===== src/rtl/div_pkg.sv =====
// ----------------------------------------------------------------------------
// div_pkg
//   Shared definitions for the sequential divider and its arithmetic siblings.
//   - DIV_WIDTH : default operand width, also used by the multiplier
//   - S_IDLE / S_RUN / S_DONE : FSM state encodings
//   - div_state_e : typed view of those encodings for the divider FSM
// ----------------------------------------------------------------------------
package div_pkg;

  localparam int DIV_WIDTH = 8;

  localparam logic [1:0] S_IDLE = 2'd0;
  localparam logic [1:0] S_RUN  = 2'd1;
  localparam logic [1:0] S_DONE = 2'd2;

  typedef enum logic [1:0] {
    ST_IDLE = S_IDLE,
    ST_RUN  = S_RUN,
    ST_DONE = S_DONE
  } div_state_e;

endpackage


===== src/rtl/cla_adder.sv =====
// ----------------------------------------------------------------------------
// cla_adder
//   Combinational carry-lookahead adder: o_sum = i_a + i_b + i_cin (mod 2^WIDTH).
//   Every carry is a flat sum-of-products of generate/propagate terms instead of
//   a rippled chain.
//   Ports:
//     i_a, i_b  [WIDTH-1:0]  addends
//     i_cin                  carry in
//     o_sum     [WIDTH-1:0]  sum (carry out is not produced)
// ----------------------------------------------------------------------------
module cla_adder
  import div_pkg::*;
#(
  parameter int WIDTH = DIV_WIDTH
) (
  input  logic [WIDTH-1:0] i_a,
  input  logic [WIDTH-1:0] i_b,
  input  logic             i_cin,
  output logic [WIDTH-1:0] o_sum
);

  logic [WIDTH-1:0] w_g;
  logic [WIDTH-1:0] w_p;
  logic [WIDTH-1:0] w_c;

  assign w_g = i_a & i_b;
  assign w_p = i_a ^ i_b;

  // Carry into bit n: OR over k<n of g[k] & p[k+1..n-1], plus cin & p[0..n-1].
  function automatic logic lookahead_carry(
    input logic [WIDTH-1:0] g,
    input logic [WIDTH-1:0] p,
    input logic             cin,
    input int               n
  );
    logic c;
    logic pp;
    // NOTE: blocking assignments here are intentional; this is pure combinational
    // evaluation and each statement must see the previous one's result.
    c  = 1'b0;
    pp = 1'b1;
    for (int k = n - 1; k >= 0; k--) begin
      c  = c | (g[k] & pp);
      pp = pp & p[k];
    end
    return c | (cin & pp);
  endfunction

  for (genvar i = 0; i < WIDTH; i++) begin : g_carry
    assign w_c[i] = lookahead_carry(w_g, w_p, i_cin, i);
  end

  assign o_sum = w_p ^ w_c;

endmodule


===== src/rtl/div_step.sv =====
// ----------------------------------------------------------------------------
// div_step
//   One restoring-division step (combinational).
//     S = {R, q_msb};  T = S - {0, D}
//     T >= 0 : next R = T, quotient bit 1
//     T <  0 : next R = S, quotient bit 0
//   The subtract is the CLA adder fed with ~{0,D} and carry-in 1.
//   Ports:
//     i_r      [WIDTH-1:0]  current partial remainder (always < D)
//     i_q_msb               dividend bit shifted in this step
//     i_d      [WIDTH-1:0]  divisor
//     o_r      [WIDTH-1:0]  next partial remainder
//     o_q_bit               quotient bit produced by this step
// ----------------------------------------------------------------------------
module div_step
  import div_pkg::*;
#(
  parameter int WIDTH = DIV_WIDTH
) (
  input  logic [WIDTH-1:0] i_r,
  input  logic             i_q_msb,
  input  logic [WIDTH-1:0] i_d,
  output logic [WIDTH-1:0] o_r,
  output logic             o_q_bit
);

  logic [WIDTH:0] w_s;
  logic [WIDTH:0] w_d_n;
  logic [WIDTH:0] w_t;

  assign w_s   = {i_r, i_q_msb};
  assign w_d_n = ~{1'b0, i_d};

  cla_adder #(.WIDTH(WIDTH + 1)) u_sub (
    .i_a   (w_s),
    .i_b   (w_d_n),
    .i_cin (1'b1),
    .o_sum (w_t)
  );

  // Because R < D, S < 2D: a successful subtract leaves T < D < 2^WIDTH and a
  // failed one keeps S < D, so the next remainder always fits in WIDTH bits and
  // the WIDTH+1-bit remainder's top bit never needs storing.
  assign o_q_bit = ~w_t[WIDTH];
  assign o_r     = o_q_bit ? w_t[WIDTH-1:0] : w_s[WIDTH-1:0];

endmodule


===== src/rtl/seq_div8.sv =====
// ----------------------------------------------------------------------------
// seq_div8
//   Sequential restoring divider, one quotient bit per clock.
//   unsigned dividend / divisor -> quotient, remainder; divisor==0 flagged.
//   Ports:
//     clk          rising-edge clock
//     rst          synchronous active-high reset (wins over start)
//     start        request; accepted only in IDLE or DONE
//     dividend     numerator, sampled with an accepted start
//     divisor      denominator, sampled with an accepted start
//     busy         high while stepping (RUN)
//     done         one-cycle pulse in DONE
//     quotient     result, valid from done until the next accepted start
//     remainder    result, same validity as quotient
//     div_by_zero  set with done when the latched divisor was zero
// ----------------------------------------------------------------------------
module seq_div8
  import div_pkg::*;
#(
  parameter int WIDTH = DIV_WIDTH
) (
  input  logic             clk,
  input  logic             rst,
  input  logic             start,
  input  logic [WIDTH-1:0] dividend,
  input  logic [WIDTH-1:0] divisor,
  output logic             busy,
  output logic             done,
  output logic [WIDTH-1:0] quotient,
  output logic [WIDTH-1:0] remainder,
  output logic             div_by_zero
);

  localparam int CW = $clog2(WIDTH);

  div_state_e       r_state;
  logic [CW-1:0]    r_count;
  logic [WIDTH-1:0] r_q;
  logic [WIDTH-1:0] r_r;
  logic [WIDTH-1:0] r_d;
  logic             r_busy;
  logic             r_done;
  logic             r_dbz;

  logic [WIDTH-1:0] w_next_r;
  logic             w_q_bit;

  div_step #(.WIDTH(WIDTH)) u_step (
    .i_r     (r_r),
    .i_q_msb (r_q[WIDTH-1]),
    .i_d     (r_d),
    .o_r     (w_next_r),
    .o_q_bit (w_q_bit)
  );

  // NOTE: all state below is updated with non-blocking assignments so every
  // register samples pre-edge values, exactly like the hardware flops.
  always_ff @(posedge clk) begin
    if (rst) begin
      r_state <= ST_IDLE;
      r_count <= '0;
      r_q     <= '0;
      r_r     <= '0;
      r_d     <= '0;
      r_busy  <= 1'b0;
      r_done  <= 1'b0;
      r_dbz   <= 1'b0;
    end else begin
      case (r_state)
        ST_IDLE, ST_DONE: begin
          if (start) begin
            r_count <= CW'(WIDTH - 1);
            r_d     <= divisor;
            if (divisor == '0) begin
              // Short-circuit: report all-ones quotient, dividend as remainder.
              r_q     <= '1;
              r_r     <= dividend;
              r_dbz   <= 1'b1;
              r_busy  <= 1'b0;
              r_done  <= 1'b1;
              r_state <= ST_DONE;
            end else begin
              r_q     <= dividend;
              r_r     <= '0;
              r_dbz   <= 1'b0;
              r_busy  <= 1'b1;
              r_done  <= 1'b0;
              r_state <= ST_RUN;
            end
          end else begin
            // Results and flag stay visible in IDLE; only the pulse drops.
            r_done  <= 1'b0;
            r_state <= ST_IDLE;
          end
        end

        ST_RUN: begin
          r_r <= w_next_r;
          r_q <= {r_q[WIDTH-2:0], w_q_bit};
          if (r_count == '0) begin
            r_busy  <= 1'b0;
            r_done  <= 1'b1;
            r_state <= ST_DONE;
          end else begin
            r_count <= r_count - 1'b1;
          end
        end

        default: begin
          r_busy  <= 1'b0;
          r_done  <= 1'b0;
          r_state <= ST_IDLE;
        end
      endcase
    end
  end

  assign busy        = r_busy;
  assign done        = r_done;
  assign quotient    = r_q;
  assign remainder   = r_r;
  assign div_by_zero = r_dbz;

endmodule

===== config.mk =====
export PLATFORM = sky130hd
export DESIGN_NAME = seq_div8
export DESIGN_NICKNAME = d
export VERILOG_FILES = /design/src/rtl/div_pkg.sv /design/src/rtl/cla_adder.sv /design/src/rtl/div_step.sv /design/src/rtl/seq_div8.sv
export SDC_FILE = /design/constraint.sdc
export NUM_CORES = 1
export LEC_CHECK = 0
export BUFFER_PORTS_ARGS = -buffer_cell sky130_fd_sc_hd__buf_4
export CORE_MARGIN = 3
export CORE_UTILIZATION = 50
export CTS_CLUSTER_DIAMETER = 50
export CTS_CLUSTER_SIZE = 28
export DETAILED_ROUTE_END_ITERATION = 10
export GPL_TIMING_DRIVEN = 0
export PLACE_DENSITY_LB_ADDON = 0.2
export SLEW_MARGIN = 20
export SYNTH_ARGS = -nofsm -noshare
export SYNTH_HDL_FRONTEND = slang
export SYNTH_HIERARCHICAL = 1
export SYNTH_SLANG_ARGS = --single-unit

===== constraint.sdc =====
create_clock -name clk -period 2.77 [get_ports clk]
set_clock_uncertainty 0.05 [all_clocks]
set_input_delay 0.4155 -clock clk [delete_from_list [all_inputs] [get_ports clk]]
set_output_delay 0.4155 -clock clk [all_outputs]
set_load 0.01 [all_outputs]

==> impl_metrics.py <==
metrics = {
    "clock_tree": {
        "cts.sinks": 31,
        "clk_latency_ns": 0.28,
        "clk_pin_slew_worst_paths_ns": 0.06,
        "cts_buffer_depth": 2,
        "htree_num_levels": 2,
        "cts_buffers": 5,
        "hold_buffers": 0,
        "root_buffer": "clkbuf_8",
        "cts_tree": "done",
    },
    "logic_synthesis": {
        "ys_ff_latch": 31,
        "avgSynthCellArea_sq_um": 9.05,
        "yosys_warnings": 6,
        "ys_seq_area_frac": 0.298,
        "async_flop_share": 0,
        "synth_cell_types": 48,
        "syn_inst": 230,
        "synth_ff_type": "dfxtp_1",
        "syn_area_sq_um": 2080,
        "synth_edf_count": 0,
    },
    "sta": {
        "final-setup-viol-count": 0,
        "max_freq_mhz": 365,
        "tightest_slew_ns": 0.620,
        "rsz0062_at_grt": "true",
        "min_period_ns": 2.74,
        "relSlewSlack": 0.587,
        "hold_violations": 0,
        "fin_crit_sh": 0.990,
        "drv_slew": 0,
    },
    "setup_path": {
        "worstSetupEndpointType": "register",
        "r2r_start": "r_d[2]",
        "r2r_cells": 11,
        "worstPathArrival_ns": 2.84,
        "critPathLaunch": "r_d[2]",
        "reg2reg_to": "remainder[2]",
        "start_kind": "register",
        "critical_path.endpoint": "remainder[2]",
        "path_class": "reg -> reg",
        "worst_ep_required_time_ns": 2.86,
        "rrSetupSlack_ns": 0.03,
        "critical_path_peak_fanout": 5,
    },
    "floorplanning": {
        "start_util": 0.544,
        "core_sq_um": 3830,
        "io_pins": 38,
        "dieArea_sq_um": 4970,
        "die_h_um": 70.5,
        "rows": 22,
        "die_x_um": 70.5,
    },
    "pwr": {
        "ir_drop_mv": 0.350,
        "leakage_uw": 0.00115,
        "power.total_uw": 1920,
        "power.density_nw_per_um2": 699,
    },
    "route": {
        "drt-initial-drc-count": 119,
        "post-route-drc-count": 0,
        "antenna_left": 0,
        "vias": 1899,
        "routed_wl_um": 5210,
        "wl_per_cell_um": 15.6,
        "avgViaCountPerCell": 5.70,
        "firstDrtPassIters": 4,
    },
    "layout": {
        "drive_gt1_frac": 0.411,
        "fin_util": 0.718,
        "seq_area_sq_um": 631,
        "multi_input_area_sq_um": 1420,
        "nNetsFinal": 315,
        "fillers": 312,
        "antenna_cells": 0,
        "synthToLayoutAreaGrowth_pct": 31.9,
    },
    "placed_design": {
        "io_buffers": 37,
        "finalWeightedCongestion": 0.815,
        "dp_hpwl_um": 3610,
    },
    "global_route": {
        "grt_overflow": 0,
        "grt_pass1_vias": 1791,
        "antenna_found_initial": 0,
        "grtUsageTotal": 0.205,
        "grt_pass1_wl_um": 8330,
        "grt_max_degree": 11,
    },
    "hold_path": {
        "hp-class": "in -> reg",
    },
    "run_status": {
        "outcome": "finished, final reports clean",
    },
    "job": {
        "cap_violations": 0,
    },
}
==> state kept, by name, summed over array words and instances, names as in the netlist <==
name / cells
r_state: 2
remainder: 8
quotient: 8
r_d: 8
r_count: 3
busy: 1
div_by_zero: 1
==> power breakdown <==
part | switching [uW] | leakage [uW] | internal (uW)
Combinational | 402 | 0.000839 | 550
Clock | 170 | 0.0000513 | 264
Sequential | 45.9 | 0.000257 | 490
Total | 618 | 0.00115 | 1300
==> critical path: stages (launching register included) <==
cell and delay, ns:
dfxtp_2 0.33, inv_1 0.07, ha_4 0.27, o21a_1 0.15
nor4bb_4 0.41, o31ai_4 0.13, xnor2_2 0.23, buf_6 0.18
mux2_4 0.30, mux2_2 0.27, a21oi_2 0.15, a21oi_2 0.07
==> through the flow <==
stage / TNS, ns / hold slack, ns / cell area [sq um] / cells / setup WS [ns]
6_report: 0 / 0.346 / 2750 / 333 / 0.0272
3_3_place_gp: -0.715 / 0.394 / 2430 / 318 / -0.117
5_1_grt: -0.614 / 0.339 / 2750 / 333 / -0.0984
2_1_floorplan: 0 / 0.386 / 2090 / 233 / 0.0966
4_1_cts: 0 / 0.348 / 2580 / 327 / 0.0170
3_5_place_dp: -0.942 / 0.400 / 2430 / 318 / -0.154
==> cell usage after synthesis, types with 2 or more instances <==
| master | number | area share |
|---|---|---|
| o21ai_0 | 7 | 0.017 |
| nand4_1 | 8 | 0.024 |
| mux2_4 | 8 | 0.058 |
| buf_4 | 5 | 0.018 |
| clkbuf_1 | 4 | 0.0072 |
| nand2_1 | 22 | 0.040 |
| mux2_2 | 10 | 0.054 |
| a21oi_1 | 27 | 0.065 |
| nor2_1 | 3 | 0.0054 |
| xor2_1 | 2 | 0.0084 |
| o21bai_1 | 2 | 0.0072 |
| a22oi_1 | 5 | 0.018 |
| mux2i_1 | 6 | 0.029 |
| a311oi_1 | 4 | 0.017 |
| buf_6 | 4 | 0.022 |
| a31oi_1 | 7 | 0.021 |
| a21o_2 | 2 | 0.0084 |
| dfxtp_1 | 31 | 0.30 |
| nor4_4 | 2 | 0.020 |
| xnor2_1 | 5 | 0.021 |
| inv_1 | 20 | 0.036 |
| a211oi_1 | 2 | 0.0072 |
| ha_1 | 10 | 0.060 |
| nor3b_1 | 7 | 0.025 |
| a21oi_2 | 4 | 0.017 |
==> logic make-up (layout without fill, tap and decap cells) <==
family | count (synthesis) | after routing | synth area share
AO/OA/AOI/OAI | 69 | 69 | 0.212
XOR/XNOR | 7 | 7 | 0.0294
adder cells (fa/ha/maj) | 11 | 11 | 0.0697
buffers and inverters | 35 | 87 | 0.0919
flip-flops | 31 | 31 | 0.298
multiplexers | 24 | 24 | 0.141
other | 1 | 4 | 0.00180
AND/OR/NAND/NOR | 52 | 52 | 0.157
==> cells in the final DEF, fill, tap and decap left out, types with 3 or more instances in the layout <==
master	synthesis	layout
clkbuf_8	1	6
dfxtp_1	31	25
ha_1	10	5
a21oi_1	27	18
nand4_1	8	8
nor2_1	3	3
buf_4	5	49
nor3b_1	7	7
o21ai_0	7	7
mux2_2	10	9
ha_4	0	5
mux2_4	8	9
a21oi_2	4	13
clkbuf_1	4	5
nand2_1	22	21
a31oi_1	7	7
xnor2_1	5	4
inv_1	20	18
dfxtp_2	0	5
mux2i_1	6	6
buf_6	4	5
a311oi_1	4	4
a22oi_1	5	5
conb_1	1	4
==> routing by layer <==
layer / vias to the layer above / part of all wire / GRT usage
li1: 932 / - / -
met2: 52 / 0.47 / 0.332
met1: 908 / 0.47 / 0.276
met4: 0 / 0.0081 / 0.0480
met5: - / 0 / 0
met3: 7 / 0.049 / 0.0511
==> how the worst min path moves through the flow <==
stage,startpoint,endpoint,slack [ns],cells after the start
floorplan,r_d[0],r_d[0],0.39,2
global placement,r_d[5],r_d[5],0.39,2
detailed placement,r_d[5],r_d[5],0.40,2
CTS,divisor[7],r_d[7],0.35,3
global route,divisor[7],r_d[7],0.34,3
finish,divisor[0],r_d[0],0.35,3
==> area by class of cell <==
cell class,instances,area share
Multi-Input combinational cell,167,0.517
Sequential cell,31,0.230
Timing Repair Buffer,45,0.124
Buffer,15,0.0424
Inverter,20,0.0273
Clock buffer,6,0.0264
Tap cell,48,0.0219
Clock inverter,1,0.0109
==> timing repair <==
action | CTS | global route
cloned | 1 | 0
gates resized for setup | 8 | 24
buffers inserted | 1 | 6
pin swaps | 3 | 10
setup endpoints to repair | 7 | 7
No activity file was read; power rests on OpenSTA's default activity.
